## src/rtl/pipelined_addsub.sv

```systemverilog
// Pipelined add/subtract unit with Y86 condition flags and a global-stall valid/ready pipeline.
// Optional condition-code register enabled by defining CC_REG_EN.
module pipelined_addsub #(
   parameter int unsigned WIDTH  = 64,
   parameter int unsigned STAGES = 4
) (
   input  logic             clk,
   input  logic             rst_n,
   input  logic             in_valid,
   output logic             in_ready,
   input  logic [WIDTH-1:0] a,
   input  logic [WIDTH-1:0] b,
   input  logic             sub,
   input  logic             cin,
   output logic             out_valid,
   input  logic             out_ready,
   output logic [WIDTH-1:0] result,
   output logic             cout,
   output logic             overflow,
   output logic             zf,
   output logic             sf,
   output logic [2:0]       cc,
   input  logic             set_cc
);

   localparam int unsigned W  = WIDTH / STAGES;
   localparam int unsigned SW = W + 2;

   if ((STAGES == 0) || (WIDTH % STAGES != 0)) begin : g_bad_cfg
      $error("pipelined_addsub: WIDTH must be a non-zero multiple of STAGES");
   end

   // One pipeline slot: operands still to be summed, partial result, 2-bit carry and flags.
   // The carry is 2 bits wide because sub and cin together inject +2 into slice 0.
   typedef struct packed {
      logic             v;
      logic             sc;
      logic [WIDTH-1:0] a;
      logic [WIDTH-1:0] b;
      logic [WIDTH-1:0] r;
      logic [1:0]       c;
      logic             zf;
      logic             sf;
      logic             ov;
   } stage_t;

   stage_t src   [STAGES];
   stage_t nxt   [STAGES];
   stage_t p_q   [STAGES];
   logic   advance;

   assign advance  = !p_q[STAGES-1].v || out_ready;
   assign in_ready = advance;

   // Slice k is summed in stage k; the last stage also derives the flags.
   always_comb begin
      logic [SW-1:0] s;
      s = '0;
      src[0]    = '0;
      src[0].v  = in_valid;
`ifdef CC_REG_EN
      src[0].sc = set_cc;
`endif
      src[0].a  = a;
      src[0].b  = sub ? ~b : b;
      src[0].c  = 2'(sub) + 2'(cin);
      for (int unsigned k = 1; k < STAGES; k++) begin
         src[k] = p_q[k-1];
      end
      for (int unsigned k = 0; k < STAGES; k++) begin
         nxt[k] = src[k];
         s = SW'(src[k].a[k*W +: W]) + SW'(src[k].b[k*W +: W]) + SW'(src[k].c);
         nxt[k].r[k*W +: W] = s[W-1:0];
         nxt[k].c  = s[SW-1:W];
         nxt[k].zf = (nxt[k].r == '0);
         nxt[k].sf = nxt[k].r[WIDTH-1];
         nxt[k].ov = (src[k].a[WIDTH-1] == src[k].b[WIDTH-1]) &&
                     (nxt[k].r[WIDTH-1] != src[k].a[WIDTH-1]);
      end
   end

   always_ff @(posedge clk or negedge rst_n) begin
      if (!rst_n) begin
         for (int unsigned k = 0; k < STAGES; k++) begin
            p_q[k] <= '0;
         end
      end else if (advance) begin
         for (int unsigned k = 0; k < STAGES; k++) begin
            p_q[k] <= nxt[k];
         end
      end
   end

   assign out_valid = p_q[STAGES-1].v;
   assign result    = p_q[STAGES-1].r;
   assign cout      = p_q[STAGES-1].c[0];
   assign overflow  = p_q[STAGES-1].ov;
   assign zf        = p_q[STAGES-1].zf;
   assign sf        = p_q[STAGES-1].sf;

`ifdef CC_REG_EN
   logic [2:0] cc_q;

   // Condition codes commit only when a flagged beat is consumed.
   always_ff @(posedge clk or negedge rst_n) begin
      if (!rst_n) begin
         cc_q <= 3'b000;
      end else if (out_valid && out_ready && p_q[STAGES-1].sc) begin
         cc_q <= {zf, sf, overflow};
      end
   end

   assign cc = cc_q;
`else
   logic unused_set_cc;

   assign unused_set_cc = set_cc;
   assign cc            = 3'b000;
`endif

endmodule

```

## config.mk

```make
export PLATFORM = sky130hd
export DESIGN_NAME = pipelined_addsub
export DESIGN_NICKNAME = d
export VERILOG_FILES = /design/src/rtl/pipelined_addsub.sv
export SDC_FILE = /design/constraint.sdc
export NUM_CORES = 1
export LEC_CHECK = 0
export CAP_MARGIN = 20
export CORE_UTILIZATION = 57
export CTS_CLUSTER_DIAMETER = 100
export DETAILED_ROUTE_END_ITERATION = 8
export HOLD_SLACK_MARGIN = 0.06
export PLACE_DENSITY = 0.81
export SYNTH_ARGS = -nofsm -noshare
export SYNTH_HDL_FRONTEND = slang
export SYNTH_SLANG_ARGS = --single-unit
```

## constraint.sdc

```tcl
create_clock -name clk -period 3.4 [get_ports clk]
set_input_delay 0.85 -clock clk [delete_from_list [all_inputs] [get_ports clk]]
set_output_delay 0.85 -clock clk [all_outputs]
set_load 0.05 [all_outputs]
```

### Word-level counts from Yosys, hierarchy flattened

Cells that the tools add are included.

| word-level totals | value |
|---|---|
| register bits | 558 |
| bits of input ports | 135 |
| output and inout port bits | 73 |
| word-level logic and storage cells | 38 |

| operators by class | value |
|---|---|
| add/sub/neg operators | 9 |
| eq/ne operators | 2 |
| mux-type cells | 1 |
| bitwise gates (word level) | 1 |
| reduce and logical (&&, ||, !) cells | 4 |

Operators by type and width:

| operator | number |
|---|---|
| $add 16x16->17 | 4 |
| $logic_not 64->1 | 1 |
| $mux 64 | 1 |
| $not 64->64 | 1 |
| $add 17x2->18 | 3 |
| $add 17x2->17 | 1 |
| $add 1x1->2 | 1 |
| $eq 1x1->1 | 1 |
| $logic_and 1x1->1 | 1 |
| $logic_not 1->1 | 1 |
| $logic_or 1x1->1 | 1 |
| $ne 1x1->1 | 1 |

### Depth between registers and ports, before layout

| depth | value |
|---|---|
| depth after elaboration | 4 |
| depth in mapped cells | 13 |
| depth with buffers taken out | 13 |

### Worst setup path before layout

OpenSTA, ideal clock, no wires.

| path | value |
|---|---|
| kind | input-to-reg |
| start | in sub |
| end | reg p_q[600] (netlist bit) |
| data arrival time | 3,790 ps |
| slack | -510 ps |
| cell stages on the path | 12 |
| buffers on the path | 2 |
| path through | clkbuf_1 -> clkbuf_1 -> xor2_1 -> ha_1 -> ha_1 -> nor2b_4 -> o21a_4 -> o21ai_4 -> a211oi_2 -> o311a_1 -> or3_1 -> a31o_1 |

| on the way | value |
|---|---|
| word-level cells in the longest chain between the ends | 3 |

Ends and longest elaborated chain:

| element | line | RTL |
|---|---|---|
| start: declaration | 13 | `input logic sub,` |
| $mux 64 | 65 | `src[0].b = sub ? ~b : b;` |
| $add 16x16->17 | 72 | `s = SW'(src[k].a[k*W +: W]) + SW'(src[k].b[k*W +: W]) + SW'(src[k].c);` |
| $add 17x2->18 (*) | 72 |  |
| end signal: indexed assignment | 89 | `p_q[k] <= nxt[k];` |
| end: declaration | 49 | `stage_t p_q [STAGES];` |

Every way passes the cells marked *; elsewhere a longest branch is shown, timed or not.
A chain may end at the register's enable or synchronous reset.

### Worst setup path after layout

| path | value |
|---|---|
| start | reg p_q, in the netlist nxt[484] |
| end | reg p_q, in the netlist nxt[235] |

| on the way | value |
|---|---|
| word-level cells in the longest chain between the ends | 2 |

Ends and longest elaborated chain:

| element | line |
|---|---|
| $add 16x16->17 | 72 |
| $add 17x2->18 | 72 |

No other way between the ends.

==> out/metrics.csv <==
stage,metric,value,unit
outcome,status,completed,
setup_path,crit-path most repeated cell,fa_1,
timing,fin crit period,3.22,ns
power_and_ir_drop,Clock power frac,0.186,
power_and_ir_drop,switching pwr,9.82,mW
cells_and_area,layout cells sized above 1,0.0688,
yosys,synthesized cell area,18400,sq um
timing,Slew Limit Fails,0,
setup_path,Setup crit start,nxt[484],
placement,IO Port Bufs,203,
global_routing,number of global-route vias before repair,13800,
setup_path,WP buf/inv,1,
power_and_ir_drop,Pint,13.2,mW
power_and_ir_drop,sequential share of power,0.331,
timing,Setup Viol. Count Final,0,
yosys,Area contributors post-synth,"dfrtp_1 (50%), nand2_1 (17%), ha_1 (8.0%), xnor2_1 (2.8%), buf_4 (2.7%)",
timing,Layout Skew,0.0170,ns
yosys,top_reg_cell synth,dfrtp_1,
global_routing,initial antenna violation count,1,
drt,post-route ant nets,0,
global_routing,GR Util met1,0.365,
power_and_ir_drop,Final Total Pwr,23.1,mW
placement,pre-CTS setup slack,-0.220,ns
floorplan,die height,182,um
setup_path,crit end category,flip-flop,
drt,vias,14000,
yosys,number of distinct library cells after synthesis,68,
yosys,Yosys warnings,0,
placement,DPL Wire Length,28500,um
cells_and_area,multi-input logic area,8410,sq um
cts,clock sink count,365,
timing,crit share post-route,0.948,
yosys,Async SR Flop Fraction,1.00,
cells_and_area,Seq. cell area,9130,sq um
timing,Slew Limit Headroom,0.274,
drt,DRT iter0 DRCs,1033,
global_routing,Overflow after GRT,0,
global_routing,met3 GRT Util,0.0407,
power_and_ir_drop,Sw Share,0.426,
timing,Final TNS setup,0,ns
cts,CTS tree,yes,
cells_and_area,P&R area growth vs syn,19.5,%
floorplan,Std-Cell Rows,65,
setup_path,"Largest stage delay, worst path",0.54,ns
cts,root buffer cell,clkbuf_16,
cts,CTS max path bufs,3,
setup_path,CP startpoint kind,flip-flop,
setup_path,Crit Path Category,reg2reg,
global_routing,met2 usage,0.405,
timing,worst-margin pin slew,1.09,ns
placement,post-placement cell count,2556,
global_routing,global-route wire length before repair,68200,um
cts,CTS buffer count,38,
setup_path,CP Max Fanout,4,
cts,"Clk pin slew, worst setup/hold paths",0.06,ns
yosys,Mapped Cells,2054,
global_routing,grt peak-use layer,met2,
drt,Routed WL,40900,um
drt,drt wl/cell,15.6,um
cts,"Clk Latency, worst-skew pair",0.52,ns
floorplan,Initial Utilization,0.582,
setup_path,worst-path cell chain,"fa_1, ha_1, inv_1, fa_1, nor2b_1, o31a_1, o21ai_2, a211oi_2, nor3_1, o311ai_0, a41o_1",
cells_and_area,Final Instance Count excl. Fillers,2626,
yosys,sequential fraction of the synthesis area,0.496,
yosys,Synth area leader,dfrtp_1,
setup_path,CP max stage cell,fa_1,
flow_run,maxcap violations,0,
yosys,Post-synth EDFFs,0,
cells_and_area,most frequent cells in the layout,"nand2_1 (834), dfrtp_1 (365), clkdlybuf4s50_1 (200), ha_1 (116), o21ai_0 (83)",
setup_path,WP data required,3.85,ns
power_and_ir_drop,Max VDD drop,0.000507,V
floorplan,Die W,182,um
min_path,min-delay worst type,in2async,
floorplan,Ports,208,
timing,final worst setup slack,0.178,ns
power_and_ir_drop,Power Density,1050,nW/um^2
yosys,Synth Area per Inst,8.96,sq um
yosys,Synth top area share,0.496,
cells_and_area,fin util,0.695,
global_routing,largest net degree at the start of global routing,243,
cts,H-tree depth,2,
global_routing,GRT Overall Usage,0.256,
cts,Post-CTS Setup Bufs,0,
power_and_ir_drop,P_leak,10.9,nW
cells_and_area,Filler Cell Count,2405,
placement,gp weighted congestion,0.865,
setup_path,Critical R2R Launch,nxt[484],
cells_and_area,"commonest non-fill, non-tap cell in the layout",nand2_1,
timing,fmax,0.310,GHz
drt,drt pass-1 iters,4,
setup_path,"delay-heaviest family, CP",compound AO/OA/AOI/OAI gates,
drt,Vias per Instance,5.32,
cells_and_area,fin nets,2457,
drt,DRC,0,
power_and_ir_drop,Comb power frac,0.483,
yosys,#FFs+latches synth,365,
floorplan,Die ar.,33000,sq um
setup_path,CP Data Arrival Time,3.67,ns
timing,Final Hold Viols,0,
floorplan,CORE AREA,31600,sq um
-- layout make-up --
type                    count  share of cell area
flip-flops and latches    365               0.415
multi-input cells        1500               0.382
repair buffers            254               0.114
clock buffers              55              0.0512
well taps                 402              0.0229
clock inverters            14             0.00819
inverters                  35             0.00631
diodes                      1            0.000114
-- per-layer routing --
metal	wire, um	vias up	part of all wire
li1	-	6927	-
met1	19000	6675	0.47
met2	19000	303	0.46
met3	1810	65	0.044
met4	1060	0	0.026
met5	0	-	0
-- power groups by stage --
stage	Sequential (mW)	Combinational (mW)	Clock, mW
2_1_floorplan	7.25	8.49	0
3_3_place_gp	7.56	10.7	0
3_5_place_dp	7.65	10.9	0
4_1_cts	7.61	11.1	4.37
5_1_grt	7.86	12.4	4.54
6_report	7.63	11.2	4.29
-- through the flow --
step	hold WS [ns]	instance area, sq um
finish	0.304	22000
CTS	0.326	21900
floorplan	0.430	18500
detailed placement	0.452	20600
global placement	0.448	20600
global route	0.350	22000
-- worst register-to-register path: cells and delay by family (launching register included) --
kind	cells	cell delay (ns)
AOI/OAI and AO/OA	5	1.26
adders and majority gates	3	1.15
DFF	1	0.40
and+or+nand+nor	2	0.29
buffers and inverters	1	0.07
-- cell families (layout without fill, tap and decap cells) --
family / count (synthesis) / after routing / synth area share
muxes: 8 / 8 / 0.00462
AOI/OAI and AO/OA: 266 / 266 / 0.0943
xor gates and xnor gates: 92 / 92 / 0.0438
other: 1 / 4 / 0.000204
buffers and inverters: 191 / 358 / 0.0527
DFF: 365 / 365 / 0.496
adders and majority gates: 128 / 128 / 0.0911
and+or+nand+nor: 1003 / 1003 / 0.217
-- Yosys cell counts, types with 4 or more instances --
cell and instances:
a211o_1 7, a211oi_1 15, a211oi_2 4, a21o_1 19, a21oi_1 61, and2_1 4, and3_1 5, buf_1 13
buf_4 67, clkbuf_1 75, dfrtp_1 365, fa_1 10, ha_1 118, inv_1 35, mux2_2 4, mux2i_1 4
nand2_1 834, nand2b_1 5, nand3_1 26, nand4_1 5, nor2_1 60, nor2b_1 5, nor3_1 21, nor4_1 13
o211a_1 5, o21a_1 10, o21ai_0 84, o21ai_1 4, o21ai_2 4, o21bai_1 6, o31ai_1 11, or2_2 5
or3_1 11, xnor2_1 59, xor2_1 33
-- worst paths after layout --
kind	cells past startpoint	endpoint	slack [ns]
min	1	nxt[487]	0.30
min reg2reg	2	result[57]	0.46
max	11	nxt[235]	0.18
max in group asynchronous	2	result[28]	2.23
min in group clk	2	result[57]	0.46
max reg2reg	11	nxt[235]	0.18
-- what timing repair did --
| item | 4_1_cts | 5_1_grt |
|---|---|---|
| pin swaps | 1 | 1 |
| endpoints found under the setup margin | 2 | 4 |
| gates resized for setup | 3 | 8 |
| hold buffers | 0 | 0 |
-- state kept, by name, summed over array words and instances, names as in the netlist --
register and cells:
result 63, zf 1, p_q 6, cout 1, out_valid 1, nxt 291, overflow 1, sf 1
Note: power is estimated with default switching activity, not from simulation.
